[config.mk]
export PLATFORM = sky130hd
export DESIGN_NAME = pong_match_controller
export DESIGN_NICKNAME = d
export VERILOG_FILES = /design/src/rtl/pong_match_controller_pkg.sv /design/src/rtl/pong_match_controller_button_debouncer.sv /design/src/rtl/pong_match_controller.sv
export SDC_FILE = /design/constraint.sdc
export NUM_CORES = 1
export LEC_CHECK = 0
export BUFFER_PORTS_ARGS = -buffer_cell sky130_fd_sc_hd__buf_2
export CORE_MARGIN = 3
export CORE_UTILIZATION = 30
export CTS_BUF_LIST = sky130_fd_sc_hd__clkbuf_16
export DETAILED_ROUTE_END_ITERATION = 16
export GPL_TIMING_DRIVEN = 0
export PLACE_DENSITY = 0.47
export SLEW_MARGIN = 40
export SYNTH_ARGS = -nofsm -noshare
export SYNTH_HDL_FRONTEND = slang
export SYNTH_SLANG_ARGS = --single-unit
[constraint.sdc]
create_clock -name CLOCK_25 -period 2.7 [get_ports CLOCK_25]
set_clock_uncertainty 0.2 [all_clocks]
set_input_delay 0.135 -clock CLOCK_25 [delete_from_list [all_inputs] [get_ports CLOCK_25]]
set_output_delay 0.135 -clock CLOCK_25 [all_outputs]
set_load 0.01 [all_outputs]
[src/rtl/pong_match_controller_pkg.sv]
// Shared state encodings, score width and default timing constants for the
// Pong match controller.
package pong_match_controller_pkg;

    localparam logic [2:0] ST_IDLE  = 3'd0;
    localparam logic [2:0] ST_SERVE = 3'd1;
    localparam logic [2:0] ST_PLAY  = 3'd2;
    localparam logic [2:0] ST_PAUSE = 3'd3;
    localparam logic [2:0] ST_POINT = 3'd4;
    localparam logic [2:0] ST_WIN   = 3'd5;

    localparam int SCORE_WIDTH = 3;

    localparam int DEF_WIN_SCORE       = 7;
    localparam int DEF_SERVE_TICKS     = 60;
    localparam int DEF_POINT_TICKS     = 90;
    localparam int DEF_WIN_TICKS       = 300;
    localparam int DEF_DEBOUNCE_CYCLES = 250000;

    function automatic int max3(input int a, input int b, input int c);
        int m;
        m = (a > b) ? a : b;
        return (m > c) ? m : c;
    endfunction

endpackage

[src/rtl/pong_match_controller_button_debouncer.sv]
// Push-button conditioner: two-flop synchronizer, stability counter and a
// one-cycle pulse on the debounced press (1->0) edge of an active-low key.
module button_debouncer #(
    parameter int DEBOUNCE_CYCLES = 250000
) (
    input  logic clk,
    input  logic rst_n,
    input  logic key_n,
    output logic press
);

    localparam int CNT_W = $clog2(DEBOUNCE_CYCLES + 1);
    localparam logic [CNT_W-1:0] CNT_LAST = CNT_W'(DEBOUNCE_CYCLES - 1);

    logic             sync1_q, sync1_d;
    logic             sync2_q, sync2_d;
    logic             stable_q, stable_d;
    logic             prev_q, prev_d;
    logic             press_q, press_d;
    logic [CNT_W-1:0] cnt_q, cnt_d;

    always_comb begin
        sync1_d  = key_n;
        sync2_d  = sync1_q;
        stable_d = stable_q;
        cnt_d    = '0;
        // Count consecutive synchronized samples that disagree with the level.
        if (sync2_q != stable_q) begin
            if (cnt_q == CNT_LAST) begin
                stable_d = sync2_q;
            end else begin
                cnt_d = cnt_q + CNT_W'(1);
            end
        end
        prev_d  = stable_q;
        press_d = prev_q & ~stable_q;
    end

    always_ff @(posedge clk or negedge rst_n) begin
        if (!rst_n) begin
            sync1_q  <= 1'b1;
            sync2_q  <= 1'b1;
            stable_q <= 1'b1;
            prev_q   <= 1'b1;
            press_q  <= 1'b0;
            cnt_q    <= '0;
        end else begin
            sync1_q  <= sync1_d;
            sync2_q  <= sync2_d;
            stable_q <= stable_d;
            prev_q   <= prev_d;
            press_q  <= press_d;
            cnt_q    <= cnt_d;
        end
    end

    assign press = press_q;

endmodule

[src/rtl/pong_match_controller.sv]
// Game-flow sequencer for Pong: scores, pause, serve, point-hold and win-hold,
// with a single run enable gating the ball and paddle updates.
module pong_match_controller
    import pong_match_controller_pkg::*;
#(
    parameter int WIN_SCORE       = DEF_WIN_SCORE,
    parameter int SERVE_TICKS     = DEF_SERVE_TICKS,
    parameter int POINT_TICKS     = DEF_POINT_TICKS,
    parameter int WIN_TICKS       = DEF_WIN_TICKS,
    parameter int DEBOUNCE_CYCLES = DEF_DEBOUNCE_CYCLES
) (
    input  logic                   CLOCK_25,
    input  logic                   RESET_N,
    input  logic                   tick,
    input  logic                   key0,
    input  logic                   miss_1,
    input  logic                   miss_2,
    output logic                   run,
    output logic                   paused,
    output logic                   ball_reset,
    output logic                   serve_left,
    output logic [SCORE_WIDTH-1:0] score_1,
    output logic [SCORE_WIDTH-1:0] score_2,
    output logic                   goal_player_1,
    output logic                   goal_player_2,
    output logic                   win_player_1,
    output logic                   win_player_2,
    output logic [2:0]             state_o
);

    localparam int CNT_W = $clog2(max3(SERVE_TICKS, POINT_TICKS, WIN_TICKS) + 1);
    localparam logic [CNT_W-1:0] SERVE_LAST = CNT_W'(SERVE_TICKS - 1);
    localparam logic [CNT_W-1:0] POINT_LAST = CNT_W'(POINT_TICKS - 1);
    localparam logic [CNT_W-1:0] WIN_LAST   = CNT_W'(WIN_TICKS - 1);
    localparam logic [SCORE_WIDTH-1:0] WIN_PTS = SCORE_WIDTH'(WIN_SCORE);

    logic press;

    logic [2:0]             state_q, state_d;
    logic [2:0]             resume_q, resume_d;
    logic [CNT_W-1:0]       cnt_q, cnt_d;
    logic [SCORE_WIDTH-1:0] score_1_q, score_1_d, score_2_q, score_2_d;
    logic [SCORE_WIDTH-1:0] score_1_inc, score_2_inc;
    logic                   scorer_q, scorer_d;
    logic                   serve_left_q, serve_left_d;
    logic                   ball_reset_q, ball_reset_d;
    logic                   goal_1_q, goal_1_d, goal_2_q, goal_2_d;
    logic                   run_q, run_d, paused_q, paused_d;
    logic                   win_1_q, win_1_d, win_2_q, win_2_d;

    button_debouncer #(
        .DEBOUNCE_CYCLES(DEBOUNCE_CYCLES)
    ) u_key0_debouncer (
        .clk  (CLOCK_25),
        .rst_n(RESET_N),
        .key_n(key0),
        .press(press)
    );

    always_comb begin
        state_d      = state_q;
        resume_d     = resume_q;
        cnt_d        = cnt_q;
        score_1_d    = score_1_q;
        score_2_d    = score_2_q;
        scorer_d     = scorer_q;
        serve_left_d = serve_left_q;
        ball_reset_d = 1'b0;
        goal_1_d     = 1'b0;
        goal_2_d     = 1'b0;
        score_1_inc  = score_1_q + SCORE_WIDTH'(1);
        score_2_inc  = score_2_q + SCORE_WIDTH'(1);

        case (state_q)
            ST_IDLE: begin
                if (press) begin
                    score_1_d    = '0;
                    score_2_d    = '0;
                    ball_reset_d = 1'b1;
                    serve_left_d = 1'b0;
                    state_d      = ST_SERVE;
                end
            end
            ST_SERVE: begin
                if (tick && cnt_q == SERVE_LAST) begin
                    state_d = ST_PLAY;
                end else if (press) begin
                    state_d  = ST_PAUSE;
                    resume_d = ST_SERVE;
                end
            end
            ST_PLAY: begin
                // miss_1 outranks miss_2, and any miss outranks a press.
                if (miss_1) begin
                    score_2_d = score_2_inc;
                    goal_2_d  = 1'b1;
                    scorer_d  = 1'b0;
                    state_d   = (score_2_inc == WIN_PTS) ? ST_WIN : ST_POINT;
                end else if (miss_2) begin
                    score_1_d = score_1_inc;
                    goal_1_d  = 1'b1;
                    scorer_d  = 1'b1;
                    state_d   = (score_1_inc == WIN_PTS) ? ST_WIN : ST_POINT;
                end else if (press) begin
                    state_d  = ST_PAUSE;
                    resume_d = ST_PLAY;
                end
            end
            ST_PAUSE: begin
                if (press) begin
                    state_d = resume_q;
                end
            end
            ST_POINT: begin
                if (tick && cnt_q == POINT_LAST) begin
                    ball_reset_d = 1'b1;
                    serve_left_d = scorer_q;
                    state_d      = ST_SERVE;
                end
            end
            ST_WIN: begin
                if (press || (tick && cnt_q == WIN_LAST)) begin
                    score_1_d = '0;
                    score_2_d = '0;
                    state_d   = ST_IDLE;
                end
            end
            default: begin
                state_d = ST_IDLE;
            end
        endcase

        // Pause entry and exit keep the hold counter; every other entry clears it.
        if (state_d != state_q) begin
            if (state_d == ST_PAUSE || state_q == ST_PAUSE) begin
                cnt_d = cnt_q;
            end else begin
                cnt_d = '0;
            end
        end else if (tick && state_q != ST_PAUSE && cnt_q != '1) begin
            cnt_d = cnt_q + CNT_W'(1);
        end

        run_d    = (state_q == ST_PLAY);
        paused_d = (state_q == ST_PAUSE);
        win_1_d  = (state_q == ST_WIN) && scorer_q;
        win_2_d  = (state_q == ST_WIN) && !scorer_q;
    end

    always_ff @(posedge CLOCK_25 or negedge RESET_N) begin
        if (!RESET_N) begin
            state_q      <= ST_IDLE;
            resume_q     <= ST_IDLE;
            cnt_q        <= '0;
            score_1_q    <= '0;
            score_2_q    <= '0;
            scorer_q     <= 1'b0;
            serve_left_q <= 1'b0;
            ball_reset_q <= 1'b0;
            goal_1_q     <= 1'b0;
            goal_2_q     <= 1'b0;
            run_q        <= 1'b0;
            paused_q     <= 1'b0;
            win_1_q      <= 1'b0;
            win_2_q      <= 1'b0;
        end else begin
            state_q      <= state_d;
            resume_q     <= resume_d;
            cnt_q        <= cnt_d;
            score_1_q    <= score_1_d;
            score_2_q    <= score_2_d;
            scorer_q     <= scorer_d;
            serve_left_q <= serve_left_d;
            ball_reset_q <= ball_reset_d;
            goal_1_q     <= goal_1_d;
            goal_2_q     <= goal_2_d;
            run_q        <= run_d;
            paused_q     <= paused_d;
            win_1_q      <= win_1_d;
            win_2_q      <= win_2_d;
        end
    end

    assign run           = run_q;
    assign paused        = paused_q;
    assign ball_reset    = ball_reset_q;
    assign serve_left    = serve_left_q;
    assign score_1       = score_1_q;
    assign score_2       = score_2_q;
    assign goal_player_1 = goal_1_q;
    assign goal_player_2 = goal_2_q;
    assign win_player_1  = win_1_q;
    assign win_player_2  = win_2_q;
    assign state_o       = state_q;

endmodule

After elaboration in Yosys (flattened, before gate mapping)
Index checks and enable logic that the tools add are counted.
{ "word_totals": {"register_bits": 53, "wordCells": 118, "in_bits": 6} }
{ "classes": {"n_reduce_logical": 23, "eq_ne": 27, "n_mux": 42, "add_sub_neg": 4, "n_bitwise": 2} }
{ "op_table": {"columns": ["operator", "n"], "rows": [
  ["$mux 3", 18],
  ["$mux 18", 2],
  ["$mux 9", 3],
  ["$add 18x1->18 const B", 1],
  ["$eq 18x18->1 const B", 1],
  ["$pmux 3 s3", 2],
  ["$pmux 3 s6", 1],
  ["$ne 2x2->1 const B", 8],
  ["$mux 1", 13],
  ["$eq 3x3->1 const B", 4],
  ["$add 9x1->9 const B", 1],
  ["$eq 3x2->1 const B", 3],
  ["$eq 9x6->1 const B", 1],
  ["$eq 9x7->1 const B", 1],
  ["$eq 9x9->1 const B", 1],
  ["$ne 9x9->1 const B", 1],
  ["$reduce_bool 2->1", 4],
  ["$logic_and 1x1->1", 7],
  ["$add 3x1->3 const B", 2],
  ["$ne 2x1->1 const B", 3],
  ["$pmux 3 s2", 1],
  ["$reduce_and 2->1", 3],
  ["$reduce_and 6->1", 1],
  ["$reduce_and 5->1", 1],
  ["other kinds (13)", 15]
]} }

Depth between registers and ports, before layout
{ "logic_depth": {"depth_word": 10, "mapped_depth": 10, "mapped_depth_nobuf": 9} }

Cells and area by module
From an unflattened synthesis, not the netlist that was laid out.
{ "hier_totals": {"cells_unflattened": 269, "area_unflattened_um2": 2731.4} }
{ "modules_own_cells": {"columns": ["module", "area_per_inst_um2", "n_inst", "cells_each", "seq_area_each_um2"], "rows": [
  ["pong_match_controller", 1625.3, 1, 169, 725.7],
  ["button_debouncer", 1106.1, 1, 100, 580.6]
]} }

Worst setup path after synthesis
Ideal clock, no wire load.
{ "synth_path": {"kind": "reg2reg", "startpoint": "register cnt_q[2]", "endpoint": "register cnt_q[4]", "path_stages_with_launch": 7, "slack_ns": 0.403, "n_path_buf": 0, "t_arrival_ns": 1.960, "required_time_ns": 2.363, "setup_time_ns": 0.137, "synth_period_minus_slack_ns": 2.297, "path_cell_list": "dfrtp_1 -> or4b_1 -> nor4_2 -> o21ai_1 -> o31a_1 -> o2bb2ai_4 -> o221ai_1"} }
{ "synth_via": {"elab_chain_len": 9, "word_cells_on_any_way": 22, "cone_classes": "add/sub: 1; eq/ne: 7; mux: 6; reduce/logical: 8"} }
{ "synth_lines": {"columns": ["item", "line_no", "rtl"], "rows": [
  ["from (decl)", "pong_match_controller.sv:41", "logic [CNT_W-1:0] cnt_q, cnt_d;"],
  ["from (signal assigned)", "pong_match_controller.sv:169", "cnt_q <= cnt_d;"],
  ["$eq 9x9->1", "pong_match_controller.sv:122", "if (press || (tick && cnt_q == WIN_LAST)) begin"],
  ["$logic_and 1x1->1", "pong_match_controller.sv:122", null],
  ["$logic_or 1x1->1", "pong_match_controller.sv:122", null],
  ["$mux 3", "pong_match_controller.sv:122", null],
  ["$pmux 3 s6", "pong_match_controller.sv:74", "case (state_q)"],
  ["$eq 3x2->1", "pong_match_controller.sv:135", "if (state_d == ST_PAUSE || state_q == ST_PAUSE) begin"],
  ["$logic_or 1x1->1", "pong_match_controller.sv:135", null],
  ["$ne 2x2->1 (no source line)", null, null],
  ["$reduce_and 2->1 (no source line)", null, null]
]} }
Several ways; a longest one is shown, not always the timed one. The select of a mux whose other input is x is not followed.
A chain may end at the register's enable or synchronous reset.

Final worst setup path
{ "layout_path": {"startpoint": "register cnt_q[2]", "endpoint": "register cnt_q[5]"} }
Same word-level chain as after synthesis.

==> flow_metrics.tcl <==
set metrics [dict create \
    post_drt_wl_per_cell_um 13.8 \
    grt_max_degree 53 \
    yosysWarnings 0 \
    cp_top_family "simple AND/OR/NAND/NOR gates" \
    required_ps 2660 \
    slowest_delay_ps 590 \
    gp_congestion 0.758 \
    grt_pass1_wl_um 9910 \
    synth_area_um2 2710 \
    clock_latency_ps 300 \
    antenna_found_initial 0 \
    rsz0062_at_grt "false" \
    htreeDepth 2 \
    holdPathStages 4 \
    ioPinCount 23 \
    cts_tree "built" \
    powerDensity_nw_per_um2 576 \
    via_count 2123 \
    fmax_ghz 0.397 \
    ant_nets 0 \
    cts_root_buf "clkbuf_16" \
    synth-main-ff-cell "dfrtp_1" \
    core-area_um2 8760 \
    antenna_cells 0 \
    io_buffers 22 \
    path_class "reg2reg" \
    slowest_stage "or4b_4" \
    finalSetupTns_ps 0 \
    grt_pass1_vias 2072 \
    drc_errors 0 \
    drtPass1Iterations 4 \
    synth.ff_latch_count 52 \
    area_growth_pct 19.1 \
    cp.depth 6 \
    vias_per_cell 4.95 \
    rows 34 \
    synth_nets 298 \
    dp_hpwl_um 4080 \
    critical_path.max_fanout 5 \
    maxSlewHeadroom_pct 55.4 \
    cts.sinks 52 \
    die_area_um2 10200 \
    start_kind "flip-flop" \
    synth_edf_count 0 \
    status "completed" \
    seq_area_frac_synth_pct 48.2 \
    p_leak_nw 1.45 \
    fillers 880 \
    worstRegToRegCells 6 \
    tightest_slew_ps 669 \
    start_util_pct 30.9 \
    period_needed_ps 2520 \
    worst_ir_drop_vdd_uv 303 \
    critical_path.cell_chain "or4b_4 > nor4_4 > o21ai_1 > o31a_1 > o2bb2ai_4 > o221ai_1" \
    grt_use_total_pct 12.1 \
    nets 334 \
    cp-end-kind "flip-flop" \
    ys_types 52 \
    cp.buffers_inverters 0 \
    drv_cap 0 \
    async_flop_share_pct 100 \
    overflow 0 \
    syn_inst 284 \
    hold_viol 0 \
    path_clk_slew_ps 80 \
    setup-violations-final 0 \
    die_h_um 101 \
    die_w_um 101 \
    avgSynthCellArea_um2 9.54 \
    utilization_pct 36.8 \
    cts_buffer_depth 2 \
    drt_first_iter_violations 64 \
    worstHoldPathType "in2reg" \
    cts_buffers 5 \
    wl_um 5920 \
    arrival_ps 2480 \
    min_period_over_period_pct 93.4 \
    drive_above_1_share_pct 17.1 \
    slew_violations 0 \
]
-- cells by family (layout without fill, tap and decap cells) --
group	Yosys count	after routing	synth area share (%)
muxes	1	1	0.416
AOI/OAI and AO/OA	53	54	13.9
adders and majority gates	8	8	3.70
and+or+nand+nor	126	126	24.1
buffers and inverters	25	61	3.56
xor gates and xnor gates	19	19	6.14
DFF	52	52	48.2
-- Yosys cell counts (4+ instances only) --
library cell / count / area (um^2)
dfstp_2: 4 / 105
o21ai_0: 11 / 55.1
o211ai_1: 5 / 37.5
dfrtp_1: 48 / 1200
nand2_1: 26 / 97.6
and3_1: 7 / 43.8
inv_1: 18 / 67.6
nor2_1: 35 / 131
ha_1: 8 / 100
clkbuf_1: 5 / 18.8
nor3_1: 4 / 20.0
nand2b_1: 4 / 25.0
nor2b_1: 4 / 25.0
a21oi_1: 9 / 45.0
nand3_1: 19 / 95.1
o21ai_1: 7 / 35.0
xnor2_1: 7 / 61.3
xor2_1: 12 / 105
and2_1: 5 / 31.3
-- final cells by class --
cell class | count | area, um^2 | share of cell area (%)
timing repair buffer | 28 | 178 | 5.51
inverter | 18 | 67.6 | 2.09
buffer | 7 | 32.5 | 1.01
clock inverter | 3 | 21.3 | 0.659
clock buffer | 5 | 125 | 3.88
multi-input combinational | 208 | 1360 | 42.2
tap | 108 | 135 | 4.19
sequential | 52 | 1310 | 40.5
-- layer usage --
metal | up-vias | routed length [um] | track usage, %
met4 | 0 | 59 | 3.89
met5 | - | 0 | 0
met2 | 27 | 2600 | 18.0
met3 | 5 | 172 | 2.63
li1 | 1073 | - | -
met1 | 1018 | 3090 | 17.4
-- sequential cells by signal (all words and copies together) (netlist names) --
signal	cells
u_key0_debouncer.press	1
win_player_2	1
win_player_1	1
run	1
u_key0_debouncer.sync1_q	1
scorer_q	1
state_o	3
u_key0_debouncer.prev_d	1
serve_left	1
goal_player_1	1
ball_reset	1
score_2	3
cnt_q	9
u_key0_debouncer.cnt_q	18
score_1	3
u_key0_debouncer.prev_q	1
u_key0_debouncer.sync2_q	1
resume_q	2
goal_player_2	1
paused	1
-- stage by stage --
step | worst slack (ps) | hold WS, ps | cell area (um^2) | cells | total power, mW
after floorplan | 403 | -361 | 2710 | 284 | 1.08
after global placement | 13.9 | 43.4 | 2950 | 414 | 1.18
after detailed placement | 112 | 30.6 | 2970 | 414 | 1.19
after CTS | 85.9 | 44.8 | 3140 | 425 | 1.85
after global routing | 24.6 | 85.1 | 3230 | 429 | 1.96
final | 178 | 54.1 | 3230 | 429 | 1.86
-- placed cells by master (no fill, tap or decap), types with 3 or more instances in the layout --
cell type | Yosys | layout
a21oi_1 | 9 | 9
and2_1 | 5 | 5
and3_1 | 7 | 7
buf_2 | 2 | 22
buf_4 | 0 | 3
clkbuf_1 | 5 | 4
clkbuf_16 | 0 | 5
dfrtp_1 | 48 | 48
dfstp_2 | 4 | 4
dlygate4sd3_1 | 0 | 3
ha_1 | 8 | 8
inv_1 | 18 | 18
nand2_1 | 26 | 26
nand2b_1 | 4 | 4
nand3_1 | 19 | 19
nand3b_1 | 3 | 3
nand4_1 | 3 | 3
nor2_1 | 35 | 35
nor2b_1 | 4 | 4
nor3_1 | 4 | 3
o211ai_1 | 5 | 5
o21ai_0 | 11 | 11
o21ai_1 | 7 | 7
o221ai_1 | 3 | 3
xnor2_1 | 7 | 7
xor2_1 | 12 | 12
-- power breakdown --
part	switching [mW]	leakage, nW	total (mW)	internal (mW)
combinational	0.202	0.687	0.346	0.143
sequential	0.0456	0.694	0.868	0.823
clock	0.299	0.0702	0.645	0.346
total	0.547	1.45	1.86	1.31
-- path summary, 6_finish.rpt --
check	startpoint	to	slack [ps]
worst min-delay path	miss_2	state_o[1]	50
min in group asynchronous	RESET_N	score_2[2]	210
worst max-delay path	cnt_q[2]	cnt_q[5]	180
max in group asynchronous	RESET_N	u_key0_debouncer.cnt_q[1]	1630
worst max register to register	cnt_q[2]	cnt_q[5]	180
worst min register to register	u_key0_debouncer.sync1_q	u_key0_debouncer.sync2_q	160
-- worst reg2reg max path, stage by stage (launching register included) --
cell       delay [ps]
dfrtp_1           450
or4b_4            590
nor4_4            300
o21ai_1           120
o31a_1            360
o2bb2ai_4         240
o221ai_1          140
-- repair_timing --
item / in CTS / in global routing
setup endpoints to repair: 0 / 6
resized for setup: 0 / 9
hold buffers: 3 / 0
setup buffers: 0 / 3
hold endpoints to repair: 51 / 0
Note: power is estimated with default switching activity, not from simulation.
